File: src/rtl/interconn_pkg.sv
// Shared definitions for the MVU crossbar interconnect and its per-MVU transmitters.
package interconn_pkg;

    typedef enum logic [1:0] {
        IDLE  = 2'd0,
        RUN   = 2'd1,
        DRAIN = 2'd2
    } tx_state_e;

    localparam int N_DEF     = 8;
    localparam int W_DEF     = 64;
    localparam int BADDR_DEF = 15;
    localparam int BLEN_DEF  = 15;
    localparam int RDLAT_DEF = 2;

endpackage

File: src/rtl/interconn_tx_if.sv
// Command, local-memory read and crossbar send signals of one MVU transmitter.
interface interconn_tx_if #(
    parameter int N     = interconn_pkg::N_DEF,
    parameter int W     = interconn_pkg::W_DEF,
    parameter int BADDR = interconn_pkg::BADDR_DEF,
    parameter int BLEN  = interconn_pkg::BLEN_DEF
) ();

    logic             cmd_valid;
    logic             cmd_ready;
    logic [N-1:0]     cmd_dest;
    logic [BADDR-1:0] cmd_src_addr;
    logic [BADDR-1:0] cmd_dst_addr;
    logic [BLEN-1:0]  cmd_len;

    logic             mem_rd_en;
    logic [BADDR-1:0] mem_rd_addr;
    logic [W-1:0]     mem_rd_word;

    logic [N-1:0]     send_to;
    logic             send_en;
    logic [BADDR-1:0] send_addr;
    logic [W-1:0]     send_word;

    logic             busy;
    logic             done;

    // The transmitter engine side.
    modport master (
        input  cmd_valid, cmd_dest, cmd_src_addr, cmd_dst_addr, cmd_len, mem_rd_word,
        output cmd_ready, mem_rd_en, mem_rd_addr,
        output send_to, send_en, send_addr, send_word, busy, done
    );

    // The command issuer / memory / crossbar side.
    modport slave (
        output cmd_valid, cmd_dest, cmd_src_addr, cmd_dst_addr, cmd_len, mem_rd_word,
        input  cmd_ready, mem_rd_en, mem_rd_addr,
        input  send_to, send_en, send_addr, send_word, busy, done
    );

endinterface

File: src/rtl/interconn_tx_rdpipe.sv
// Delay line carrying {valid, remote address} alongside each outstanding local read.
module interconn_tx_rdpipe #(
    parameter int RDLAT = 2,
    parameter int BADDR = 15
) (
    input  logic             clk,
    input  logic             clr_n,
    input  logic             in_vld,
    input  logic [BADDR-1:0] in_addr,
    output logic             tail_vld,
    output logic [BADDR-1:0] tail_addr,
    output logic             any_vld
);

    logic [RDLAT-1:0] vld_p;
    logic [BADDR-1:0] addr_p [RDLAT];

    always_ff @(posedge clk or negedge clr_n) begin
        if (!clr_n) begin
            vld_p <= '0;
            for (int i = 0; i < RDLAT; i++) begin
                addr_p[i] <= '0;
            end
        end else begin
            vld_p[0]  <= in_vld;
            addr_p[0] <= in_addr;
            for (int i = 1; i < RDLAT; i++) begin
                vld_p[i]  <= vld_p[i-1];
                addr_p[i] <= addr_p[i-1];
            end
        end
    end

    assign tail_vld  = vld_p[RDLAT-1];
    assign tail_addr = addr_p[RDLAT-1];
    assign any_vld   = |vld_p;

endmodule

File: src/rtl/interconn_tx.sv
// Per-MVU transmit engine: reads a block from local memory and streams it onto
// this MVU's slice of the crossbar send buses, one word per cycle.
module interconn_tx
    import interconn_pkg::*;
#(
    parameter int N     = N_DEF,
    parameter int W     = W_DEF,
    parameter int BADDR = BADDR_DEF,
    parameter int BLEN  = BLEN_DEF,
    parameter int RDLAT = RDLAT_DEF
) (
    input  logic           clk,
    input  logic           clr_n,
    interconn_tx_if.master tx
);

    tx_state_e        state;
    logic [N-1:0]     dest_q;
    logic [BADDR-1:0] dst_cur;
    logic [BLEN-1:0]  remain;

    logic             tail_vld;
    logic [BADDR-1:0] tail_addr;
    logic             pipe_any;

    // Command / read-issue stage
    always_ff @(posedge clk or negedge clr_n) begin
        if (!clr_n) begin
            state          <= IDLE;
            tx.cmd_ready   <= 1'b1;
            tx.busy        <= 1'b0;
            tx.done        <= 1'b0;
            tx.mem_rd_en   <= 1'b0;
            tx.mem_rd_addr <= '0;
            dest_q         <= '0;
            dst_cur        <= '0;
            remain         <= '0;
        end else begin
            tx.done <= 1'b0;
            case (state)
                IDLE: begin
                    if (tx.cmd_valid && tx.cmd_ready) begin
                        dest_q <= tx.cmd_dest;
                        if (tx.cmd_len != '0) begin
                            state          <= RUN;
                            tx.cmd_ready   <= 1'b0;
                            tx.busy        <= 1'b1;
                            tx.mem_rd_en   <= 1'b1;
                            tx.mem_rd_addr <= tx.cmd_src_addr;
                            dst_cur        <= tx.cmd_dst_addr;
                            remain         <= tx.cmd_len;
                        end else begin
                            tx.done <= 1'b1;
                        end
                    end
                end
                RUN: begin
                    // remain counts the read being issued this cycle
                    if (remain == BLEN'(1)) begin
                        state          <= DRAIN;
                        tx.mem_rd_en   <= 1'b0;
                        tx.mem_rd_addr <= '0;
                    end else begin
                        remain         <= remain - BLEN'(1);
                        tx.mem_rd_addr <= tx.mem_rd_addr + BADDR'(1);
                        dst_cur        <= dst_cur + BADDR'(1);
                    end
                end
                DRAIN: begin
                    // Pipe empty here means the last word is on the send stage now.
                    if (!pipe_any) begin
                        state        <= IDLE;
                        tx.done      <= 1'b1;
                        tx.busy      <= 1'b0;
                        tx.cmd_ready <= 1'b1;
                    end
                end
                default: begin
                    state <= IDLE;
                end
            endcase
        end
    end

    interconn_tx_rdpipe #(
        .RDLAT (RDLAT),
        .BADDR (BADDR)
    ) u_rdpipe (
        .clk       (clk),
        .clr_n     (clr_n),
        .in_vld    (tx.mem_rd_en),
        .in_addr   (dst_cur),
        .tail_vld  (tail_vld),
        .tail_addr (tail_addr),
        .any_vld   (pipe_any)
    );

    // Send stage: idle buses are zero so the crossbar can OR-reduce them.
    always_ff @(posedge clk or negedge clr_n) begin
        if (!clr_n) begin
            tx.send_en   <= 1'b0;
            tx.send_to   <= '0;
            tx.send_addr <= '0;
            tx.send_word <= '0;
        end else if (tail_vld) begin
            tx.send_en   <= 1'b1;
            tx.send_to   <= dest_q;
            tx.send_addr <= tail_addr;
            tx.send_word <= tx.mem_rd_word;
        end else begin
            tx.send_en   <= 1'b0;
            tx.send_to   <= '0;
            tx.send_addr <= '0;
            tx.send_word <= '0;
        end
    end

endmodule
File: src/flat_wrapper.sv
// flat-port wrapper written by rule: the top's interface ports become plain ports
module interconn_tx_flat import interconn_pkg::*;
#(
    parameter int N     = N_DEF,
    parameter int W     = W_DEF,
    parameter int BADDR = BADDR_DEF,
    parameter int BLEN  = BLEN_DEF,
    parameter int RDLAT = RDLAT_DEF
)
  (clk, clr_n, tx_cmd_valid, tx_cmd_dest, tx_cmd_src_addr, tx_cmd_dst_addr, tx_cmd_len, tx_mem_rd_word, tx_cmd_ready, tx_mem_rd_en, tx_mem_rd_addr, tx_send_to, tx_send_en, tx_send_addr, tx_send_word, tx_busy, tx_done);
  interconn_tx_if #(.N(N), .W(W), .BADDR(BADDR), .BLEN(BLEN)) tx_i ();
  input  logic clk;
  input  logic clr_n;
  input wire logic [$bits(tx_i.cmd_valid)-1:0] tx_cmd_valid;
  input wire logic [$bits(tx_i.cmd_dest)-1:0] tx_cmd_dest;
  input wire logic [$bits(tx_i.cmd_src_addr)-1:0] tx_cmd_src_addr;
  input wire logic [$bits(tx_i.cmd_dst_addr)-1:0] tx_cmd_dst_addr;
  input wire logic [$bits(tx_i.cmd_len)-1:0] tx_cmd_len;
  input wire logic [$bits(tx_i.mem_rd_word)-1:0] tx_mem_rd_word;
  output wire logic [$bits(tx_i.cmd_ready)-1:0] tx_cmd_ready;
  output wire logic [$bits(tx_i.mem_rd_en)-1:0] tx_mem_rd_en;
  output wire logic [$bits(tx_i.mem_rd_addr)-1:0] tx_mem_rd_addr;
  output wire logic [$bits(tx_i.send_to)-1:0] tx_send_to;
  output wire logic [$bits(tx_i.send_en)-1:0] tx_send_en;
  output wire logic [$bits(tx_i.send_addr)-1:0] tx_send_addr;
  output wire logic [$bits(tx_i.send_word)-1:0] tx_send_word;
  output wire logic [$bits(tx_i.busy)-1:0] tx_busy;
  output wire logic [$bits(tx_i.done)-1:0] tx_done;
  assign tx_i.cmd_valid = tx_cmd_valid;
  assign tx_i.cmd_dest = tx_cmd_dest;
  assign tx_i.cmd_src_addr = tx_cmd_src_addr;
  assign tx_i.cmd_dst_addr = tx_cmd_dst_addr;
  assign tx_i.cmd_len = tx_cmd_len;
  assign tx_i.mem_rd_word = tx_mem_rd_word;
  assign tx_cmd_ready = tx_i.cmd_ready;
  assign tx_mem_rd_en = tx_i.mem_rd_en;
  assign tx_mem_rd_addr = tx_i.mem_rd_addr;
  assign tx_send_to = tx_i.send_to;
  assign tx_send_en = tx_i.send_en;
  assign tx_send_addr = tx_i.send_addr;
  assign tx_send_word = tx_i.send_word;
  assign tx_busy = tx_i.busy;
  assign tx_done = tx_i.done;
  interconn_tx #(.N(N), .W(W), .BADDR(BADDR), .BLEN(BLEN), .RDLAT(RDLAT)) u_core (.clk(clk), .clr_n(clr_n), .tx(tx_i));
endmodule
File: config.mk
export PLATFORM = sky130hd
export DESIGN_NAME = interconn_tx_flat
export DESIGN_NICKNAME = d
export VERILOG_FILES = /design/src/rtl/interconn_pkg.sv /design/src/rtl/interconn_tx_if.sv /design/src/rtl/interconn_tx_rdpipe.sv /design/src/rtl/interconn_tx.sv /design/src/flat_wrapper.sv
export SDC_FILE = /design/constraint.sdc
export NUM_CORES = 1
export LEC_CHECK = 0
export CAP_MARGIN = 15
export CORE_MARGIN = 4
export CORE_UTILIZATION = 46
export DETAILED_ROUTE_END_ITERATION = 7
export HOLD_SLACK_MARGIN = 0.1
export PLACE_DENSITY = 0.87
export SLEW_MARGIN = 20
export SYNTH_ARGS = -nofsm -noshare
export SYNTH_HDL_FRONTEND = slang
export SYNTH_SLANG_ARGS = --single-unit
File: constraint.sdc
create_clock -name clk -period 2.35 [get_ports clk]
set_clock_uncertainty 0.2 [all_clocks]
set_input_delay 0.47 -clock clk [delete_from_list [all_inputs] [get_ports clk]]
set_output_delay 0.47 -clock clk [all_outputs]
set_load 0.05 [all_outputs]
Yosys cells after proc, flatten, opt, wreduce, memory -nomap -nowiden:

Cells that the tools add are included.

* add/subtract/negate cells: 3
* eq/ne operators: 8
* muxes and demuxes: 35
* reduce and logical (&&, ||, !) cells: 12

Operator list (count)
* $mux W15: 10
* $pmux W15 S2: 3
* $mux W64: 1
* $add A15 B1 Y15 const B: 2
* $reduce_and A4 Y1: 4
* $eq A15 B1 Y1 const B: 1
* $reduce_bool A15 Y1: 1
* $sub A15 B1 Y15 const B: 1
* $mux W1: 11
* $mux W2: 4
* $mux W8: 1
* $pmux W1 S2: 4
* $ne A2 B1 Y1 const B: 3
* $pmux W2 S3: 1
* $ne A2 B2 Y1 const B: 2
* $reduce_bool A2 Y1: 2
* $reduce_and A3 Y1: 1
* $eq A2 B1 Y1 const B: 1
* $eq A2 B2 Y1 const B: 1
* $logic_not A2 Y1: 1
* $reduce_and A2 Y1: 1
* $reduce_or A2 Y1: 1
* $logic_and A1 B1 Y1: 1

* bits in registers: 179
* input port bits: 120
* output and inout port bits: 107

Logic depth before layout (Yosys ltp):

Gate-level depths: netlist (run 1).

* word-level depth: 4
* mapped depth: 9
* mapped depth without buffers: 8

Cells and area by module:

Synthesis (run 1) repeated with hierarchy kept, for this count alone.

* cells, all modules: 591
* area, all modules: 6964.2 sq um

By module, submodules not included
* interconn_tx: times used 1, cells each 543, area an instance 6044.5 sq um
* interconn_tx_rdpipe: times used 1, cells each 48, area an instance 919.6 sq um

Worst setup path after synthesis (run 1):

No wires, ideal clock.

* kind: reg-to-reg
* start point: register u_core.tx.mem_rd_addr[0]
* end point: register u_core.tx.mem_rd_addr[14]
* setup time: 0.082 ns
* arrival: 1.980 ns
* data required time: 2.068 ns
* setup slack: 0.088 ns
* cell stages (with the launch flop): 7
* path buffers: 0
* period minus slack after synthesis: 2.262 ns
* cell sequence: dfrtp_1 -> ha_1 -> nand3_1 -> nor3_1 -> nand4_1 -> o32a_1 -> o22ai_1

* cells in the longest elaborated chain, start to end: 3

Ends and longest elaborated chain
* start, declared: line interconn_tx_if.sv:31 `output cmd_ready, mem_rd_en, mem_rd_addr,`
* start signal, assigned: line interconn_tx.sv:49 `tx.mem_rd_addr <= tx.cmd_src_addr;`
* start signal, assigned: line interconn_tx.sv:65 `tx.mem_rd_addr <= tx.mem_rd_addr + BADDR'(1);`
* $add A15 B1 Y15: line interconn_tx.sv:65
* $mux W15: line interconn_tx.sv:59 `if (remain == BLEN'(1)) begin`
* $pmux W15 S2: line interconn_tx.sv:40 `case (state)`

No other way between the ends.
A chain may end at the register's enable or synchronous reset.

Worst setup path in the final report (run 1):

* start point: register u_core.tx.mem_rd_en
* end point: output port tx_mem_rd_en

RTL lines
* start, declared: line interconn_tx_if.sv:31
* start signal, assigned: line interconn_tx.sv:33 `tx.mem_rd_en <= 1'b0;`
* start signal, assigned: line interconn_tx.sv:48 `tx.mem_rd_en <= 1'b1;`
* start signal, assigned: line interconn_tx.sv:61 `tx.mem_rd_en <= 1'b0;`
* end, declared: line flat_wrapper.sv:21 `output wire logic [$bits(tx_i.mem_rd_en)-1:0] tx_mem_rd_en;`

No word-level cell between the ends.

==> results of run 1 <==
==> cells by family after synthesis <==
group	share of synthesized area, %
adders and majority gates	0.7226
buffers and inverters	2.691
AOI/OAI and AO/OA	12.90
and+or+nand+nor	17.25
DFF	64.69
muxes	1.752
==> registers in the layout (all words and copies together), names as in the netlist, 2 cells and up <==
signal,flops
u_core.tx.send_word,64
u_core.dst_cur,15
u_core.remain,15
u_core.tx.mem_rd_addr,15
u_core.tx.send_addr,15
u_core.u_rdpipe.addr_p,15
u_core.u_rdpipe.tail_addr,15
u_core.dest_q,8
u_core.tx.send_to,8
u_core.state,2
u_core.u_rdpipe.vld_p,2
==> worst min-delay path by stage <==
stage | cells after the start | endpoint | from | slack (ns)
6_report | 0 | u_core.u_rdpipe.tail_addr[6] | u_core.u_rdpipe.addr_p[21] | 0.15
5_1_grt | 0 | u_core.u_rdpipe.tail_addr[2] | u_core.u_rdpipe.addr_p[17] | 0.15
4_1_cts | 0 | u_core.u_rdpipe.tail_addr[2] | u_core.u_rdpipe.addr_p[17] | 0.15
3_5_place_dp | 0 | u_core.u_rdpipe.tail_addr[2] | u_core.u_rdpipe.addr_p[17] | 0.13
3_3_place_gp | 0 | u_core.u_rdpipe.tail_addr[12] | u_core.u_rdpipe.addr_p[27] | 0.13
2_1_floorplan | 0 | u_core.dest_q[0] | clr_n | -0.03
==> worst reg2reg max path: stages, from the launching register on <==
cell and delay, ns:
sky130_fd_sc_hd__dfrtp_1 0.45, sky130_fd_sc_hd__nor4_4 0.45, sky130_fd_sc_hd__a41oi_2 0.22, sky130_fd_sc_hd__a21oi_4 0.23, sky130_fd_sc_hd__inv_2 0.13, sky130_fd_sc_hd__buf_12 0.16, sky130_fd_sc_hd__a21oi_1 0.17, sky130_fd_sc_hd__a21oi_1 0.06
==> layout by cell type (no fill, tap or decap), types with 3 or more instances in the layout <==
cell,Yosys,routed
sky130_fd_sc_hd__a31oi_1,11,11
sky130_fd_sc_hd__clkbuf_8,0,4
sky130_fd_sc_hd__and2_1,88,88
sky130_fd_sc_hd__nand4_1,6,6
sky130_fd_sc_hd__nand2_1,30,30
sky130_fd_sc_hd__a21o_1,4,4
sky130_fd_sc_hd__mux2_2,9,9
sky130_fd_sc_hd__buf_12,0,7
sky130_fd_sc_hd__a22oi_1,5,5
sky130_fd_sc_hd__nor4_1,7,7
sky130_fd_sc_hd__ha_1,4,4
sky130_fd_sc_hd__a21oi_1,47,46
sky130_fd_sc_hd__clkbuf_1,19,4
sky130_fd_sc_hd__nand3_1,13,13
sky130_fd_sc_hd__clkdlybuf4s50_1,0,208
sky130_fd_sc_hd__buf_4,1,39
sky130_fd_sc_hd__o22ai_1,6,6
sky130_fd_sc_hd__nor2_1,36,35
sky130_fd_sc_hd__o21ai_0,50,50
sky130_fd_sc_hd__and3_1,3,3
sky130_fd_sc_hd__clkinv_4,0,3
sky130_fd_sc_hd__dfrtp_1,178,177
sky130_fd_sc_hd__nor3_1,12,12
sky130_fd_sc_hd__clkbuf_16,0,17
sky130_fd_sc_hd__inv_1,12,12
sky130_fd_sc_hd__a32oi_1,3,3
sky130_fd_sc_hd__o22a_1,5,5
sky130_fd_sc_hd__dlygate4sd2_1,0,4
==> what timing repair did <==
item,in CTS,in global routing
pin swaps,0,0
setup endpoints to repair,4,17
hold buffers,1,0
resized for setup,4,5
endpoints found under the hold margin,40,0
setup buffers,0,2
==> through the flow <==
stage               utilization [%]  power, uW  TNS, ns  hold WS, ns  std cells
finish                        69.75      14170        0       0.1457       1045
global route                  69.75      14960        0       0.1503       1045
CTS                           69.46      14190        0       0.1488       1043
detailed placement            65.54      11470   -10.41       0.1347       1010
global placement              65.54      11290   -8.076       0.1324       1010
floorplan                         -       9055        0     -0.02559        599
==> routing by layer <==
layer | vias up | part of all wire (%) | track usage, % | routed length [microns]
li1 | 2575 | - | - | -
met1 | 2669 | 38 | 26.08 | 7154
met2 | 247 | 51 | 39.06 | 9749
met3 | 33 | 8.4 | 6.626 | 1586
met4 | 0 | 2.3 | 7.078 | 442
met5 | - | 0 | 0 | 0
==> where the power goes <==
part	internal, uW	switching, uW	total (uW)	leakage, uW
sequential	4270	859	5130	0.00223
clock	1580	1110	2690	0.000277
combinational	2340	4010	6360	0.00194
==> layout make-up <==
class | instances | share of cell area, %
clock buffer | 25 | 4.851
multi-input combinational | 375 | 22.41
sequential | 179 | 43.88
inverter | 13 | 0.4778
timing repair buffer | 262 | 25.41
tap | 184 | 2.254
clock inverter | 7 | 0.7228
==> results.txt, run 1 <==
- Pre-CTS WS: -0.3287 ns
* Net count after synthesis: 723
- Leading cell types by count after synthesis: 178 x sky130_fd_sc_hd__dfrtp_1, 88 x sky130_fd_sc_hd__and2_1, 50 x sky130_fd_sc_hd__o21ai_0
- Data arrival time of the worst path: 1.62 ns
- Number of buffers inserted during clock tree synthesis: 17
- Dividing total power by cell area gives a power density of 1387 nW/um^2.
- The worst setup path is launched from a flop.
* Vias: 5524
- Required time of the critical path: 1.68 ns
* Worst Tran Pin Value: 0.5622 ns
* Post-synthesis average cell area: 11.56 sq um
- After the last flow step, the layout net total stands at 972.
* Min Clock Period, post-route: 2.287 ns
- The die is 130.7 microns tall.
- Setup repair after global routing missed its margin: false
* Effective utilization at floorplan: 47.30%
* Worst setup path start: u_core.tx.mem_rd_en
* Skew-Pair Late Insertion Delay: 0.42 ns
- The finished cells cover 10210 sq um.
* Fraction of layout instances using a drive strength above 1: 11.50%
- 227 I/O pins were placed.
- CP Max Fanout: 3
* Count of flip-flops with a built-in enable after synthesis: 0
* Master of the slowest instance on the critical path: sky130_fd_sc_hd__clkdlybuf4s50_1
- Number of buffers on the longest clock path: 2
- Before antenna repair, the detailed router went through 5 iterations.
* Routability cong.: 0.8310
- Global-route wire length before repair: 28910 microns
* Area after DPL: 9598 sq um
* Via-to-Cell Ratio: 5.286
- CTS sink count: 179
* Die area: 17090 sq um
- Upper clock frequency limit: 437.2 MHz
- Top cell type by total area after synthesis: sky130_fd_sc_hd__dfrtp_1
- Cell count of the worst reg-to-reg path: 7
- Worst setup endpoint: tx_mem_rd_en
* Leakage: 0.004448 uW
* Average routed wire per standard cell: 18.12 microns
* Wirelength, routed: 18930 microns
* Count of distinct cell types in the synthesized netlist: 53
* Largest delay contributor family on the critical path: buffers and inverters
- The core region is 14640 sq um.
- Maximum vdd drop: 0.0005857 V
- Maximum level of the CTS H-tree: 4
* Width of the chip: 130.7 microns
- After the first detailed-routing iteration, the DRC count stood at 343.
- The critical path is of the reg -> out type.
- In this run the critical register-to-register path is launched from u_core.remain[5].
- Endpoint of the lowest-slack register-to-register path: u_core.dst_cur[11]
* Register area: 4482 sq um
- Of the available clock period, the critical path in the final layout requires 97.33%.
* Register-to-register path setup slack: 0.15 ns
- The number of global-route vias before repair is 5436.
- Area of the mapped netlist: 6927 sq um
- Summed over all nets, the half-perimeter wirelength after detailed placement is 13620 microns.
* Count of buffer and inverter cells on the critical path: 1
- DRT antenna net count: 0
- Count of input and output buffers: 226
- Sequential share of the synthesized area: 64.69%
- Yosys attributes the largest share of cell area to sky130_fd_sc_hd__dfrtp_1 64%, sky130_fd_sc_hd__and2_1 7.9%, sky130_fd_sc_hd__o21ai_0 3.6%.
* Number of hold violations in the final report: 0
- Worst-case setup margin in the final layout: 0.06283 ns
* Total gr overflow: 0
- Synthesis produced a netlist whose cell count is 599.
* Max cap viols: 0
- Instance count on the critical path: 1
- Prevailing post-synth register cell: sky130_fd_sc_hd__dfrtp_1
- Worst min-delay path class: reg -> reg
- Count of final max-slew check failures: 0
* Delay of the slowest cell on the worst path: 0.84 ns
- TritonCTS built the clock tree.
* Pin count of the biggest net entering global routing: 54
- Post-route DRC violation count: 0
- Final setup violation count: 0
- In the post-synthesis netlist, the cell with the most instances is sky130_fd_sc_hd__dfrtp_1.
- For this run, asynchronously set or reset flops after synthesis account for 100.0%.
- Portion of synthesized cell area occupied by the leading cell type: 64.31%
* Series of cell instances along the critical path: clkdlybuf4s50_1
- Result of the run: finished, final reports clean
- The number of antenna diodes in the final layout is 0.
* Layout overhead on the synthesized area: 47.45%
- Root buffer cell: sky130_fd_sc_hd__clkbuf_16
- The initial antenna violation count came to 0.
* Filler cell count in the final layout: 1022
- Global routing consumed, over all layers together, 22.17% of the routing resources.
- Worst rel slew slack: 62.40%
* Flops & latches, synth: 179
- Area used by multi-input combinational logic: 2288 sq um
- In this run the core area contains 44 standard-cell rows.
- Clock slew seen by the registers of the worst setup and hold paths: 0.06 ns
- For this run, the number of Yosys warnings is 0.
* Endpoint kind of the worst setup timing path: output port
No activity file was read; power rests on OpenSTA's default activity.
==> run 2, diff against run 1 <==
- SETUP_SLACK_MARGIN: unset -> 0.1
==> run 2 against run 1 <==
Global-route usage up 0.23 points; maximum frequency rose by 2.2%; cell area is 0.60% higher; register-to-register slack is essentially flat; wire length increased by 5.4%; die area unchanged.
==> results.txt, run 2 (synthesized netlist as in run 1, its figures left out) <==
* Power density over the cells: 1390 nW/um^2 (+0.18%)
- The transition time of the tightest slew-check pin is 0.6785 ns (+0.1162 ns).
- Flip-flop count of the largest register after layout: 64 (unchanged)
- The final count of hold timing violations came to 0 (unchanged).
- Setup repair after global routing could not meet its margin everywhere.
* Maximum vdd drop: 0.0006775 V (+16%)
- Vias: 5575 (+0.92%)
- The placed wire-length estimate came to 13650 microns (+0.24%).
* Net switching fraction of the power: 42.93% (+0.70 points)
* Wirelength, routed: 19950 microns (+5.4%)
* Count of buffer and inverter cells on the critical path: 1 (unchanged)
- Post-layout nets: 969 (-0.31%)
- The final cell count without fillers came to 1041 (-0.38%).
- The total CTS buffers was 17 (unchanged).
- Switching power: 6131 uW (+2.4%)
- Largest register by flop count: u_core.tx.send_word
* Delay of the slowest cell on the worst path: 0.81 ns (-0.03 ns)
- The min-delay analysis places its worst path in the category reg -> reg.
- Share of total power in the clock network: 19.5% (+0.5 points)
* Maximum level of the CTS H-tree: 4 (unchanged)
* Root buffer cell: sky130_fd_sc_hd__clkbuf_16
- The internal power of the cells was 8151 uW (-0.43%).
- Area of the core: 14640 sq um (unchanged)
- The number of rows in the core area came to 44 (unchanged).
- Register-to-register path setup slack: 0.15 ns (about the same)
* Cell count of the worst reg-to-reg path: 8 (+1)
* Sequential power share: 35.7% (-0.5 points)
- Area of all placed cells without fillers: 10270 sq um (+0.60%)
- In this run the critical register-to-register path is captured at u_core.tx.mem_rd_addr[8].
* Post-route DRC violation count: 0 (unchanged)
- Filler cell count in the final layout: 1035 (+1.3%)
- Via-to-Cell Ratio: 5.355 (+1.3%)
- Instance count on the critical path: 1 (unchanged)
- TritonCTS built the clock tree.
* Number of detailed-routing iterations run before antenna repair: 5 (unchanged)
- The placed cell area came to 9548 sq um (-0.52%).
- Required time of the critical path: 1.68 ns (about the same)
- Cell count after placement: 1006 (-0.40%)
- Data arrival time of the worst path: 1.57 ns (-0.05 ns)
* Top library cells by usage in the layout, fill and taps aside: 175 x sky130_fd_sc_hd__dfrtp_1, 136 x sky130_fd_sc_hd__clkdlybuf4s50_1, 88 x sky130_fd_sc_hd__and2_1
- The fraction of final layout cells sized beyond drive strength 1 came to 12.84% (+1.3 points).
- Startpoint type of the worst setup path: flop
- Largest delay contributor family on the critical path: buffers and inverters
- Initial antenna violation count: 0 (unchanged)
* Routability cong.: 0.8519 (+2.5%)
- The slowest stage of the critical path belongs to the cell sky130_fd_sc_hd__clkdlybuf4s50_1.
- Result of the run: finished, final reports clean
- Upper clock frequency limit: 447.1 MHz (+2.2%)
- The max-slew violation count is 0 (unchanged).
* Effective utilization at floorplan: 47.30% (unchanged)
- The number of clock sinks seen by CTS was 179 (unchanged).
- Layout overhead on the synthesized area: 48.34%
* Worst rel slew slack: 54.42% (-8.0 points)
* I/O Pins: 227 (unchanged)
* Die area: 17090 sq um (unchanged)
- Worst r2r src: u_core.remain[1]
- The total leakage power is 0.005129 uW (+15%).
- The die span in y came to 130.7 microns (unchanged).
* Final setup violation count: 0 (unchanged)
* Via count of the first global-routing pass: 5392 (-0.81%)
- Detailed router's first-iteration violation count: 513 (+50%)
- The largest buffer count on any clock path was 2 (unchanged).
- Min Clock Period, post-route: 2.237 ns (-0.05033 ns)
- Average routed wire per standard cell: 19.17 microns (+5.8%)
* Worst setup endpoint: tx_send_word[0]
- Final-layout worst hold slack: 0.1479 ns (+0.002114 ns)
- Accumulated negative setup slack: 0 ns (unchanged)
- Width of the chip: 130.7 microns (unchanged)
* Pin count of the biggest net entering global routing: 65 (+20%)
- The critical path goes through clkdlybuf4s50_1.
- The clock latency at the later pin of the worst-skew pair came to 0.42 ns (about the same).
- The max-capacitance violation count is 0 (unchanged).
* DRT antenna net count: 0 (unchanged)
- The highest net fanout along the worst path was 1 (-2).
- Worst setup path start: u_core.tx.send_word[0]
- Global routing usage summed across all routing layers: 22.40% (+0.23 points)
* Count of input and output buffers: 226 (unchanged)
- The clock transition at the registers of the reported paths is 0.06 ns (about the same).
* Total gr overflow: 0 (unchanged)
- The diode insertion count for antenna repair came to 0 (unchanged).
* Category of the critical setup timing path: reg -> out
- The first-pass GRT wire length is 29160 microns (+0.86%).
* Relative contribution of combinational cells to total power: 44.9% (about the same)
* Post-route fraction of the period consumed by the critical path: 95.18% (-2.1 points)
- The library cell used most frequently in the layout, excluding fill and tap cells, is sky130_fd_sc_hd__dfrtp_1.
* Post-layout total power: 14280 uW (+0.78%)
- Endpoint kind of the worst setup timing path: output port
run 2: cell count changes in the layout (fill, tap and decap cells not counted), sizes merged:
cell / previous run / this run
clkinv: 5 / 7
bufinv: 1 / 2
dlymetal6s2s: 1 / 36
clkdlybuf4s50: 208 / 136
buf: 48 / 49
dlygate4sd2: 4 / 37
inv: 13 / 15
clkbuf: 25 / 19
run 2: worst min path at each step:
stage / from / to / slack [ns] / cells past startpoint
after floorplan: clr_n / u_core.dest_q[0] / -0.03 / 0
after global placement: u_core.u_rdpipe.addr_p[21] / u_core.u_rdpipe.tail_addr[6] / 0.13 / 0
after detailed placement: u_core.u_rdpipe.addr_p[29] / u_core.u_rdpipe.tail_addr[14] / 0.13 / 0
after CTS: u_core.u_rdpipe.addr_p[17] / u_core.u_rdpipe.tail_addr[2] / 0.15 / 0
after global routing: u_core.u_rdpipe.addr_p[17] / u_core.u_rdpipe.tail_addr[2] / 0.15 / 0
final: u_core.u_rdpipe.addr_p[17] / u_core.u_rdpipe.tail_addr[2] / 0.15 / 0
run 2: layer usage:
metal	vias to the layer above	global-route usage (%)	share of wire [%]
met5	-	0	0
met4	0	6.594	2.0
met3	35	6.626	8.6
met2	223	39.51	52
met1	2740	26.59	38
li1	2577	-	-
run 2: timing repair:
item,4_1_cts,5_1_grt
pin swaps,1,3
gates resized for setup,38,50
gates cloned,0,1
buffers inserted,0,2
endpoints found under the hold margin,150,0
hold buffers,1,0
endpoints found under the setup margin,43,67
run 2: power groups by stage:
| stage | Clock (uW) | Combinational [uW] | Sequential (uW) |
|---|---|---|---|
| floorplan | 0 | 2110 | 6950 |
| global placement | 0 | 6280 | 5030 |
| detailed placement | 0 | 6430 | 5110 |
| CTS | 2840 | 6350 | 5060 |
| global route | 2990 | 6840 | 5240 |
| finish | 2780 | 6410 | 5090 |
run 2: layout make-up:
type / instances / area [sq um] / area share, %
clock buffer: 19 / 452.9 / 4.408
tap: 184 / 230.2 / 2.241
clock inverter: 12 / 131.4 / 1.279
multi-input combinational: 375 / 2323 / 22.61
timing repair buffer: 259 / 2604 / 25.34
inverter: 13 / 48.80 / 0.4749
sequential: 179 / 4484 / 43.64
run 2: metrics by stage:
| step | setup slack, ns | util (%) |
|---|---|---|
| finish | 0.1132 | 70.16 |
| detailed placement | -0.3590 | 65.20 |
| global route | 0.04249 | 70.16 |
| floorplan | 0.1990 | - |
| global placement | -0.3205 | 65.20 |
| CTS | 0.1001 | 68.97 |
